File: src/rtl/cache_ctrl_pkg.sv
// Shared types and encodings for the set-associative cache controller.
// Latency: n/a (declarations only).
// Backpressure: n/a.
package cache_ctrl_pkg;

    // Controller states.
    typedef enum logic [1:0] {
        ST_IDLE      = 2'd0,
        ST_WRITEBACK = 2'd1,
        ST_FILL      = 2'd2
    } state_t;

    // Data-array write source select.
    localparam logic [1:0] DSEL_MEM  = 2'b00;
    localparam logic [1:0] DSEL_CPU  = 2'b01;
    localparam logic [1:0] DSEL_NONE = 2'b11;

    // Memory address select.
    localparam logic ASEL_REQ    = 1'b0;
    localparam logic ASEL_VICTIM = 1'b1;

    // Index of the lowest set bit; 0 when the vector is empty.
    // Sized for the largest supported associativity (8 ways).
    function automatic logic [2:0] lowest_set(input logic [7:0] vec);
        logic [2:0] idx;
        idx = 3'd0;
        for (int i = 7; i >= 0; i--) begin
            if (vec[i]) idx = 3'(i);
        end
        return idx;
    endfunction

endpackage

File: src/rtl/cache_control_assoc_plru.sv
// Tree pseudo-LRU state per set: victim lookup and most-recently-used update.
// Latency: lookup is combinational; an update lands at the next clock edge.
// Backpressure: none, an update strobe is always accepted.
//
// Ports:
//   clk, rst_n          clock, async active-low reset (clears every tree)
//   i_upd_en/set/way    mark i_upd_way of set i_upd_set most recently used
//   i_lkp_set           set whose PLRU victim is reported on o_victim
module plru_tree #(
    parameter int WAYS    = 4,
    parameter int S_INDEX = 3
) (
    input  logic                     clk,
    input  logic                     rst_n,
    input  logic                     i_upd_en,
    input  logic [S_INDEX-1:0]       i_upd_set,
    input  logic [$clog2(WAYS)-1:0]  i_upd_way,
    input  logic [S_INDEX-1:0]       i_lkp_set,
    output logic [$clog2(WAYS)-1:0]  o_victim
);

    localparam int LVL   = $clog2(WAYS);
    localparam int NSETS = 2 ** S_INDEX;

    // Heap-ordered tree: node n has children 2n+1 / 2n+2; node bit 1
    // means the victim lies in the upper half below that node.
    logic [WAYS-2:0] r_bits [NSETS];
    logic [WAYS-2:0] w_next;
    logic [WAYS-2:0] w_set_bits;
    logic [LVL-1:0]  w_vic;

    // Nodes on the accessed way's path are set to point at the other half.
    always_comb begin
        w_next = r_bits[i_upd_set];
        for (int l = 0; l < LVL; l++) begin
            for (int k = 0; k < (1 << l); k++) begin
                if (int'(i_upd_way >> (LVL - l)) == k)
                    w_next[(1 << l) - 1 + k] = ~i_upd_way[LVL-1-l];
            end
        end
    end

    // Walk from the root, building the victim index MSB first; the bits
    // already resolved select which node to consult at the next level.
    assign w_set_bits = r_bits[i_lkp_set];
    always_comb begin
        w_vic = '0;
        for (int l = 0; l < LVL; l++) begin
            for (int k = 0; k < (1 << l); k++) begin
                if (int'(w_vic >> (LVL - l)) == k)
                    w_vic[LVL-1-l] = w_set_bits[(1 << l) - 1 + k];
            end
        end
    end
    assign o_victim = w_vic;

    always_ff @(posedge clk or negedge rst_n) begin
        if (!rst_n) begin
            for (int s = 0; s < NSETS; s++) r_bits[s] <= '0;
        end else if (i_upd_en) begin
            r_bits[i_upd_set] <= w_next;
        end
    end

endmodule

File: src/rtl/cache_control_assoc.sv
// Set-associative cache controller: hit handling, victim choice, writeback and fill.
// Latency: hit 0 cycles; clean miss fill+1; dirty miss writeback+fill+1.
// Backpressure: CPU request held (no mem_resp) until the line is resident; memory paced by pmem_resp.
//
// Ports: clk/rst_n; CPU side mem_read, mem_write, mem_index, mem_resp;
// memory side pmem_read, pmem_write, pmem_resp; array status hit_vec,
// valid_vec, dirty_vec; datapath control way_sel, tag_load, valid_load,
// dirty_load, dirty_in, data_sel, addr_sel.
// Optional CACHE_PERF_CTR_EN adds hit_count / miss_count outputs.
module cache_control_assoc
    import cache_ctrl_pkg::*;
#(
    parameter int WAYS    = 4,
    parameter int S_INDEX = 3
) (
    input  logic                     clk,
    input  logic                     rst_n,
    input  logic                     mem_read,
    input  logic                     mem_write,
    input  logic [S_INDEX-1:0]       mem_index,
    output logic                     mem_resp,
    output logic                     pmem_read,
    output logic                     pmem_write,
    input  logic                     pmem_resp,
    input  logic [WAYS-1:0]          hit_vec,
    input  logic [WAYS-1:0]          valid_vec,
    input  logic [WAYS-1:0]          dirty_vec,
    output logic [$clog2(WAYS)-1:0]  way_sel,
    output logic                     tag_load,
    output logic                     valid_load,
    output logic                     dirty_load,
    output logic                     dirty_in,
    output logic [1:0]               data_sel,
    output logic                     addr_sel
`ifdef CACHE_PERF_CTR_EN
    ,
    output logic [31:0]              hit_count,
    output logic [31:0]              miss_count
`endif
);

    localparam int WL = $clog2(WAYS);

    state_t         r_state;
    state_t         w_state_nxt;
    logic [WL-1:0]  r_victim;

    logic           w_req;
    logic           w_is_write;
    logic           w_hit;
    logic [WL-1:0]  w_hit_way;
    logic [WL-1:0]  w_inv_way;
    logic [WL-1:0]  w_plru_way;
    logic [WL-1:0]  w_miss_victim;
    logic           w_victim_dirty;
    logic           w_plru_upd;
    logic           w_miss_start;

    // Requests are ignored while reset is held so no array strobe can fire.
    assign w_req      = (mem_read | mem_write) & rst_n;
    assign w_is_write = mem_write;
    assign w_hit      = |hit_vec;
    assign w_hit_way  = WL'(lowest_set(8'(hit_vec)));
    assign w_inv_way  = WL'(lowest_set(8'(~valid_vec)));

    // Empty ways are filled first; PLRU only decides among a full set.
    assign w_miss_victim  = (&valid_vec) ? w_plru_way : w_inv_way;
    assign w_victim_dirty = dirty_vec[w_miss_victim];

    plru_tree #(
        .WAYS    (WAYS),
        .S_INDEX (S_INDEX)
    ) u_plru (
        .clk       (clk),
        .rst_n     (rst_n),
        .i_upd_en  (w_plru_upd),
        .i_upd_set (mem_index),
        .i_upd_way (w_hit_way),
        .i_lkp_set (mem_index),
        .o_victim  (w_plru_way)
    );

    always_comb begin
        w_state_nxt  = r_state;
        mem_resp     = 1'b0;
        pmem_read    = 1'b0;
        pmem_write   = 1'b0;
        tag_load     = 1'b0;
        valid_load   = 1'b0;
        dirty_load   = 1'b0;
        dirty_in     = 1'b0;
        data_sel     = DSEL_NONE;
        addr_sel     = ASEL_REQ;
        way_sel      = w_hit_way;
        w_plru_upd   = 1'b0;
        w_miss_start = 1'b0;
        case (r_state)
            ST_IDLE: begin
                if (w_req) begin
                    if (w_hit) begin
                        mem_resp   = 1'b1;
                        w_plru_upd = 1'b1;
                        if (w_is_write) begin
                            dirty_load = 1'b1;
                            dirty_in   = 1'b1;
                            data_sel   = DSEL_CPU;
                        end
                    end else begin
                        w_miss_start = 1'b1;
                        w_state_nxt  = w_victim_dirty ? ST_WRITEBACK : ST_FILL;
                    end
                end
            end
            ST_WRITEBACK: begin
                pmem_write = 1'b1;
                addr_sel   = ASEL_VICTIM;
                way_sel    = r_victim;
                if (pmem_resp) w_state_nxt = ST_FILL;
            end
            ST_FILL: begin
                pmem_read = 1'b1;
                data_sel  = DSEL_MEM;
                way_sel   = r_victim;
                if (pmem_resp) begin
                    tag_load    = 1'b1;
                    valid_load  = 1'b1;
                    dirty_load  = 1'b1;
                    w_state_nxt = ST_IDLE;
                end
            end
            default: w_state_nxt = ST_IDLE;
        endcase
    end

    always_ff @(posedge clk or negedge rst_n) begin
        if (!rst_n) begin
            r_state  <= ST_IDLE;
            r_victim <= '0;
        end else begin
            r_state <= w_state_nxt;
            if (w_miss_start) r_victim <= w_miss_victim;
        end
    end

`ifdef CACHE_PERF_CTR_EN
    logic [31:0] r_hit_count;
    logic [31:0] r_miss_count;

    always_ff @(posedge clk or negedge rst_n) begin
        if (!rst_n) begin
            r_hit_count  <= '0;
            r_miss_count <= '0;
        end else begin
            if (mem_resp)     r_hit_count  <= r_hit_count + 32'd1;
            if (w_miss_start) r_miss_count <= r_miss_count + 32'd1;
        end
    end

    assign hit_count  = r_hit_count;
    assign miss_count = r_miss_count;
`endif

endmodule

File: config.mk
export PLATFORM = sky130hd
export DESIGN_NAME = cache_control_assoc
export DESIGN_NICKNAME = d
export VERILOG_FILES = /design/src/rtl/cache_ctrl_pkg.sv /design/src/rtl/cache_control_assoc_plru.sv /design/src/rtl/cache_control_assoc.sv
export SDC_FILE = /design/constraint.sdc
export NUM_CORES = 1
export LEC_CHECK = 0
export CORE_UTILIZATION = 40
export DETAILED_ROUTE_END_ITERATION = 8
export GPL_TIMING_DRIVEN = 1
export PLACE_DENSITY = 0.74
export REMOVE_ABC_BUFFERS = 1
export SYNTH_ARGS = -nofsm -noshare
export SYNTH_HDL_FRONTEND = slang
export SYNTH_SLANG_ARGS = --single-unit
File: constraint.sdc
create_clock -name clk -period 3.65 [get_ports clk]
set_input_delay 0.5475 -clock clk [delete_from_list [all_inputs] [get_ports clk]]
set_output_delay 0.5475 -clock clk [all_outputs]
set_load 0.005 [all_outputs]
==> out/qor.txt <==
outcome -> completed
Num CTS Buffers -> 3
Most used DFF post-synth -> dfrtp_1
Port Buffers -> 31
post-CTS setup buffers -> 0
GPL Wtd Cong -> 0.787
fmax -> 308 MHz
Worst Path Max Fanout -> 8
Worst setup SP type -> input port
Clock Latency Late Sink -> 0.27 ns
Syn Inst Count -> 132
Max Root-Sink Buffers -> 2
Slew Limit Fails -> 0
max_cap viols -> 0
RSZ-0062 raised after global routing -> false
Post-Synth Simple-Gate Area -> 0.0895
Seq/Total Area, Yosys -> 0.432
most frequent cells in the layout -> clkdlybuf4s50_1, dfrtp_1, mux2_2
Worst-path clk slew -> 0.09 ns
Initial DRC Count -> 87
slowest stage delay, CP -> 0.68 ns
Critical Path RT -> 3.82 ns
Post-synth EDFFs -> 0
initial antenna violation count -> 0
fraction of registers with async set/reset -> 1.00
Fillers -> 309
grt ovf -> 0
Critical Path, Cell by Cell -> clkdlybuf4s50_1 -> mux4_1 -> mux2i_2 -> mux2i_1 -> o221ai_1 -> mux2_2 -> a211o_1 -> o31a_1
Syn Area/Cell -> 12.3 um2
Worst-Margin Slew -> 0.670 ns
worst setup margin -> 0.401 ns
synth unique cells -> 37
HP Class -> flop to flop
# hold bufs at CTS -> 0
Post-Syn Area -> 0.00162 mm2
Die Span Y -> 65.7 um
placed instance area -> 0.00198 mm2
first-pass GRT wire length -> 5940 um
Final ANT Viol Nets -> 0
Antenna Cells -> 0
Final nets -> 191
most common cell after layout, fill and taps aside -> clkdlybuf4s50_1
CTS Root Cell -> clkbuf_8
Avg Vias per Cell -> 5.62
complex-gate fraction of the synthesized area -> 0.0941
Max-slew headroom -> 0.550
aggregate global-route resource usage -> 0.184
Final Skew -> 0.00807 ns
H-tree Lvls -> 1
Pre-antenna DRT Iters -> 4
WS Path Type -> input port to flop
Die W -> 65.7 um
Die ar. -> 0.00431 mm2
total core area -> 0.00377 mm2
remaining routing DRC violations -> 0
Worst Setup End Kind -> flop
fin crit period -> 3.25 ns
worst vdd ir -> 0.000283 V
Final HPWL DP -> 2740 um
P_leak -> 0.000869 uW
number of clock sinks -> 28
post-CTS sizing -> 0
largest net degree at the start of global routing -> 23
CP arrival -> 3.41 ns
Area Overhead vs Synth -> 24.6%
largest family of logic cells by synthesized area -> multiplexers
Seq cells post-synth -> 28
Util after Layout -> 0.536
final critical-path share of the clock period -> 0.890
final wirelength -> 3460 um
area occupied by multi-input gates -> 852 um2
row count -> 22
YS warnings -> 0
Reg area -> 701 um2
Slowest-stage cell, CP -> clkdlybuf4s50_1
layout cell share with drive strength beyond 1 -> 0.230
via count -> 1196
final hold vios -> 0
TNS Setup -> 0 ns
initial core utilization -> 0.430
post-synthesis xor/xnor area fraction -> 0
number of global-route vias before repair -> 1259
Final Setup Violations -> 0
CTS tree -> done
design area -> 0.00202 mm2
Placement Setup Slack -> 0.0972 ns
Power Dens Cells -> 588 mW/mm2
Synth Area in Adders -> 0.0309
average wire per standard cell -> 16.2 um
mux contribution to synthesized area -> 0.311
# IOs -> 32
synth_stat cells, drive strengths merged (2+ instances only):
cell type  count  area (um2)
mux4           6         158
o21ai          4        23.8
o211ai         2        15.0
nor3b          2        15.0
inv            7        26.3
nor2           9        33.8
ha             4        50.1
o31ai          2        15.0
nand3b         2        15.0
nand2          7        26.3
mux2i          5        53.8
buf            5        42.5
mux2          26         293
dfrtp         28         701
and2           2        13.8
a21oi          5        25.0
nand3          2        10.0
flip-flops by register name, summed over array words and instances (netlist names):
register / count
r_victim: 2
r_state: 2
u_plru.r_bits: 24
stage by stage:
step	hold slack (ns)	instances	power [uW]
final	0.494	213	1190
after global routing	0.530	213	1280
after CTS	0.498	213	1200
after detailed placement	0.478	210	1040
after global placement	0.480	210	1010
after floorplan	0.252	127	823
power breakdown:
part	internal, uW	leakage (uW)	total, uW	switching [uW]
registers	447	0.000345	531	84.0
logic	303	0.000503	492	189
clock network	74.1	0.0000216	166	91.8
total	824	0.000869	1190	365
layout make-up:
cell class | count | share of cell area
Tap cell | 48 | 0.0297
Sequential cell | 28 | 0.347
Timing Repair Buffer | 35 | 0.168
Inverter | 7 | 0.0130
Multi-Input combinational cell | 92 | 0.422
Clock buffer | 3 | 0.0204
cells by family (layout without fill, tap and decap cells):
group,after synthesis,after routing
AOI/OAI and AO/OA,22,22
DFF,28,28
adders and majority gates,4,4
buffers and inverters,12,45
muxes,37,37
and+or+nand+nor,29,29
worst max-delay path, delay by kind of cell:
kind                   cells  cell delay [ns]
multiplexers               4             1.43
AO/OA/AOI/OAI              3             0.75
buffers and inverters      1             0.68
final timing paths:
| path | start | end | slack (ns) | depth (start not counted) |
|---|---|---|---|---|
| min reg2reg | r_victim[0]$_DFFE_PN0P_ | r_victim[0]$_DFFE_PN0P_ | 0.49 | 2 |
| max reg2reg | u_plru.r_bits[15]$_DFFE_PN0P_ | r_state[1]$_DFFE_PN0P_ | 1.05 | 7 |
| min in group asynchronous | rst_n | u_plru.r_bits[0]$_DFFE_PN0P_ | 0.68 | 2 |
| max in group asynchronous | rst_n | u_plru.r_bits[10]$_DFFE_PN0P_ | 2.69 | 2 |
| min | r_victim[0]$_DFFE_PN0P_ | r_victim[0]$_DFFE_PN0P_ | 0.49 | 2 |
| max | mem_index[0] | r_state[1]$_DFFE_PN0P_ | 0.40 | 8 |
per-layer routing:
metal	track usage	vias to the layer above	part of all wire
li1	-	563	-
met1	0.214	578	0.42
met2	0.315	42	0.49
met3	0.0434	13	0.063
met4	0.0870	0	0.025
met5	0	-	0
Power figures use the tool's default switching activity.
==> variant 1, RTL diff (same flow settings) <==
The 3 states of `state_t` get a one-hot encoding in 3 bits.
--- a/src/rtl/cache_ctrl_pkg.sv
+++ b/src/rtl/cache_ctrl_pkg.sv
@@ -5,8 +5,8 @@
 
     // Controller states.
-    typedef enum logic [1:0] {
-        ST_IDLE      = 2'd0,
-        ST_WRITEBACK = 2'd1,
-        ST_FILL      = 2'd2
+    typedef enum logic [2:0] {
+        ST_IDLE      = 3'b001,
+        ST_WRITEBACK = 3'b010,
+        ST_FILL      = 3'b100
     } state_t;
 
Behaviour: no difference found for any inputs over 4 cycles, from zero or initial values and one cycle with rst_n low; so few cycles prove little.
==> variant 1 against the original RTL <==
Synthesized area is 3.4% higher; count of clock-buffer cells in the layout is 4 higher; setup slack better by 0.029 ns; power is 15% lower; core utilization is 0.63 points lower; critical path type is now input port to primary output; first-iteration DRC count is 37% lower; design area is 4.8% higher; sequential cell count is 1 higher; wire length is 9.3% higher; sequential power is 15% lower.
==> variant 1: results (changes against the original RTL) <==
metric,value,unit,change
Final Cell Area,0.00212,mm^2,+4.8%
ClkCell Share,4.78,%,+2.7 points
global-route wire length before repair,6.07,mm,+2.1%
largest registers,"u_plru.r_bits: 24 flops, r_state: 3 flops, r_victim: 2 flops",,
"Clk Latency, worst-skew pair",0.29,ns,+0.02 ns
GR Layer Usage met1,22.6,%,+1.2 points
post-synthesis instance total,147,,+11%
headroom to the max-slew limit,53.1,%,-1.9 points
RePlAce Congestion,0.945,,+20%
FILL cells,337,,+9.1%
# clk buffers,7,,+4
multi-input combinational area share,41.7,%,-0.47 points
dpl cells,223,,+6.2%
Worst Skew,0.00899,ns,+0.000918 ns
Worst setup endpoint,dirty_load,,
Pleak,0.898,nW,+3.3%
beginning of the worst hold path,r_victim[1]$_DFFE_PN0P_,,
nets,200,,+4.7%
met1 WL,1.63,mm,+12%
via count,1258,,+5.2%
CTS sink count,29,,+3.6%
Clock Pin Slew Worst Setup and Hold Paths,0.07,ns,-0.02 ns
share of layout cells above drive strength 1,25.4,%,+2.4 points
GR Util All Layers,19.2,%,+0.77 points
GR Layer Usage met3,5.14,%,+0.80 points
hold slack,0.489,ns,-0.00482 ns
met3 WL post-DR,259,um,+18%
Non-clock buffer share,15.0,%,-1.8 points
Final Instance Count excl. Fillers,231,,+8.5%
Synth top cells by count,"28 x dfrtp_1, 28 x mux2_2, 11 x nand2_1",,
"Max FO, Critical Path",5,,-3
status,"complete, no violations",,
r2r endpoint,r_state[2]$_DFFE_PN0P_,,
[variant 1: cell count changes in the layout (fill, tap and decap cells not counted), sizes merged, moves of 2 or more]
| cell | delta |
|---|---|
| mux2i | +3 |
| nand2b | +2 |
| nand3b | -2 |
| mux2 | +3 |
| mux4 | -2 |
| ha | -4 |
| nand2 | +5 |
| buf | -3 |
| nor2b | +7 |
| clkbuf | +4 |
| a21oi | -2 |
| o211ai | +2 |
[variant 1: logic make-up (layout without fill, tap and decap cells)]
logic type | count (synthesis) | in the layout | synth area share, %
buffers and inverters | 13 | 47 | 3.96
DFF | 29 | 29 | 43.4
and+or+nand+nor | 42 | 42 | 12.9
muxes | 41 | 41 | 30.1
AOI/OAI and AO/OA | 22 | 22 | 9.70
[variant 1: power by group]
part	internal, mW	switching [mW]	leakage (nW)	total [mW]
Sequential	0.408	0.0435	0.349	0.451
Combinational	0.160	0.104	0.496	0.264
Clock	0.170	0.123	0.0542	0.294
==> variant 2, RTL diff (config.mk and constraints unchanged) <==
Made on the original files. `S_INDEX` is set to 3 in 2 places; all go to 2.
--- a/src/rtl/cache_control_assoc_plru.sv
+++ b/src/rtl/cache_control_assoc_plru.sv
@@ -9,5 +9,5 @@
 module plru_tree #(
     parameter int WAYS    = 4,
-    parameter int S_INDEX = 3
+    parameter int S_INDEX = 2
 ) (
     input  logic                     clk,
--- a/src/rtl/cache_control_assoc.sv
+++ b/src/rtl/cache_control_assoc.sv
@@ -12,5 +12,5 @@
 #(
     parameter int WAYS    = 4,
-    parameter int S_INDEX = 3
+    parameter int S_INDEX = 2
 ) (
     input  logic                     clk,
Interface: changed (resized mem_index); port bits go from 32 to 31. The function was not compared with the original's and may differ.
==> variant 2 against the original RTL <==
Power down 40%; wire length down 34%; synthesized area down 37%; setup slack better by 0.37 ns; combinational power down 38%; design area down 33%; sequential cell count down 12; non-clock buffer count down 4; die area down 36%; critical path type is now input port to primary output; critical endpoint is now way_sel[1].
==> variant 2: results (changes against the original RTL) <==
metric,value,unit,change
beginning of the worst hold path,u_plru.r_bits[8]$_DFFE_PN0P_,,
vias in the first global route,898,,-29%
Sequential cell area,400,um^2,-43%
non-clock buffer count,31,,-11%
met2 usage,37.6,%,+6.0 points
"delay-heaviest family, CP",buffers and inverters,,
r2r endpoint,u_plru.r_bits[3]$_DFFE_PN0P_,,
via count,838,,-30%
WP data arrival,2.33,ns,-1.08 ns
Seq power,0.287,mW,-46%
R2R Setup Slk,1.49,ns,+0.44 ns
routed len/inst,14.8,um,-8.6%
Synth area leaders,"dfrtp_1 39%, mux2_2 16%, mux2i_1 7.9%, ha_1 4.9%, mux4_2 4.4%",,
PD cells,523,mW/mm^2,-11%
"Max FO, Critical Path",6,,-2
FILL cells,204,,-34%
multi-input combinational area share,40.6,%,-1.5 points
post-synthesis sequential area ratio,39.4,%,-3.8 points
met1 WL,996,um,-31%
Sw Ratio,30.9,%,+0.18 points
RePlAce Congestion,0.760,,-3.4%
met2 WL,1.15,mm,-32%
Seq cells post-synth,16,,-43%
hpwl dp,1.82,mm,-33%
Worst setup endpoint,way_sel[1],,
Comb pwr share,42.8,%,+1.4 points
Worst Skew,0.00351,ns,-0.00456 ns
"worst slack, placed",0.794,ns,+0.697 ns
Post-DP Area,0.00132,mm^2,-33%
comb_multi_in,68,,-26%
ClkCell Share,2.67,%,+0.63 points
area of the multi-input gates,552,um^2,-35%
PortBufs,30,,-3.2%
Non-clock buffer share,22.7,%,+5.8 points
post-synthesis instance total,95,,-28%
largest registers,"u_plru.r_bits: 12 flops, r_state: 2 flops, r_victim: 2 flops",,
largest net degree at the start of global routing,18,,-22%
Final min period,2.88,ns,-0.373 ns
global-route wire length before repair,3.88,mm,-35%
critical path's largest stage delay,0.54,ns,-0.14 ns
Die Wd,52.4,um,-20%
Routed WL,2.29,mm,-34%
DR iter-0 viols,5,,-94%
met3 WL post-DR,125,um,-43%
root buf cell,clkbuf_4,,
status,"complete, no violations",,
GR Layer Usage met1,20.7,%,-0.72 points
GR Util All Layers,19.3,%,+0.93 points
hold depth,1,,-1
# clk buffers,4,,+1
share of layout cells above drive strength 1,19.0,%,-4.0 points
"Clk Latency, worst-skew pair",0.29,ns,+0.02 ns
[variant 2: cell types whose count changed in the layout (fill, tap and decap cells not counted), sizes merged, moves of 4 or more]
cell,delta
nor2,-4
mux2,-12
o21ai,+4
dfrtp,-12
mux4,-4
[variant 2: logic make-up (layout without fill, tap and decap cells)]
group,after synthesis,count (layout),synth area share (%)
AOI/OAI and AO/OA,16,16,9.73
and+or+nand+nor,24,24,11.8
adders and majority gates,4,4,4.93
buffers and inverters,11,42,6.28
muxes,24,24,27.8
DFF,16,16,39.4
[variant 2: how the worst min path moves through the flow]
stage | to | slack, ns
3_5_place_dp | u_plru.r_bits[4]$_DFFE_PN0P_ | 0.49
3_3_place_gp | u_plru.r_bits[2]$_DFFE_PN0P_ | 0.49
4_1_cts | u_plru.r_bits[4]$_DFFE_PN0P_ | 0.51
5_1_grt | u_plru.r_bits[8]$_DFFE_PN0P_ | 0.52
2_1_floorplan | r_state[0]$_DFFE_PN0P_ | 0.25
6_report | u_plru.r_bits[8]$_DFFE_PN0P_ | 0.51
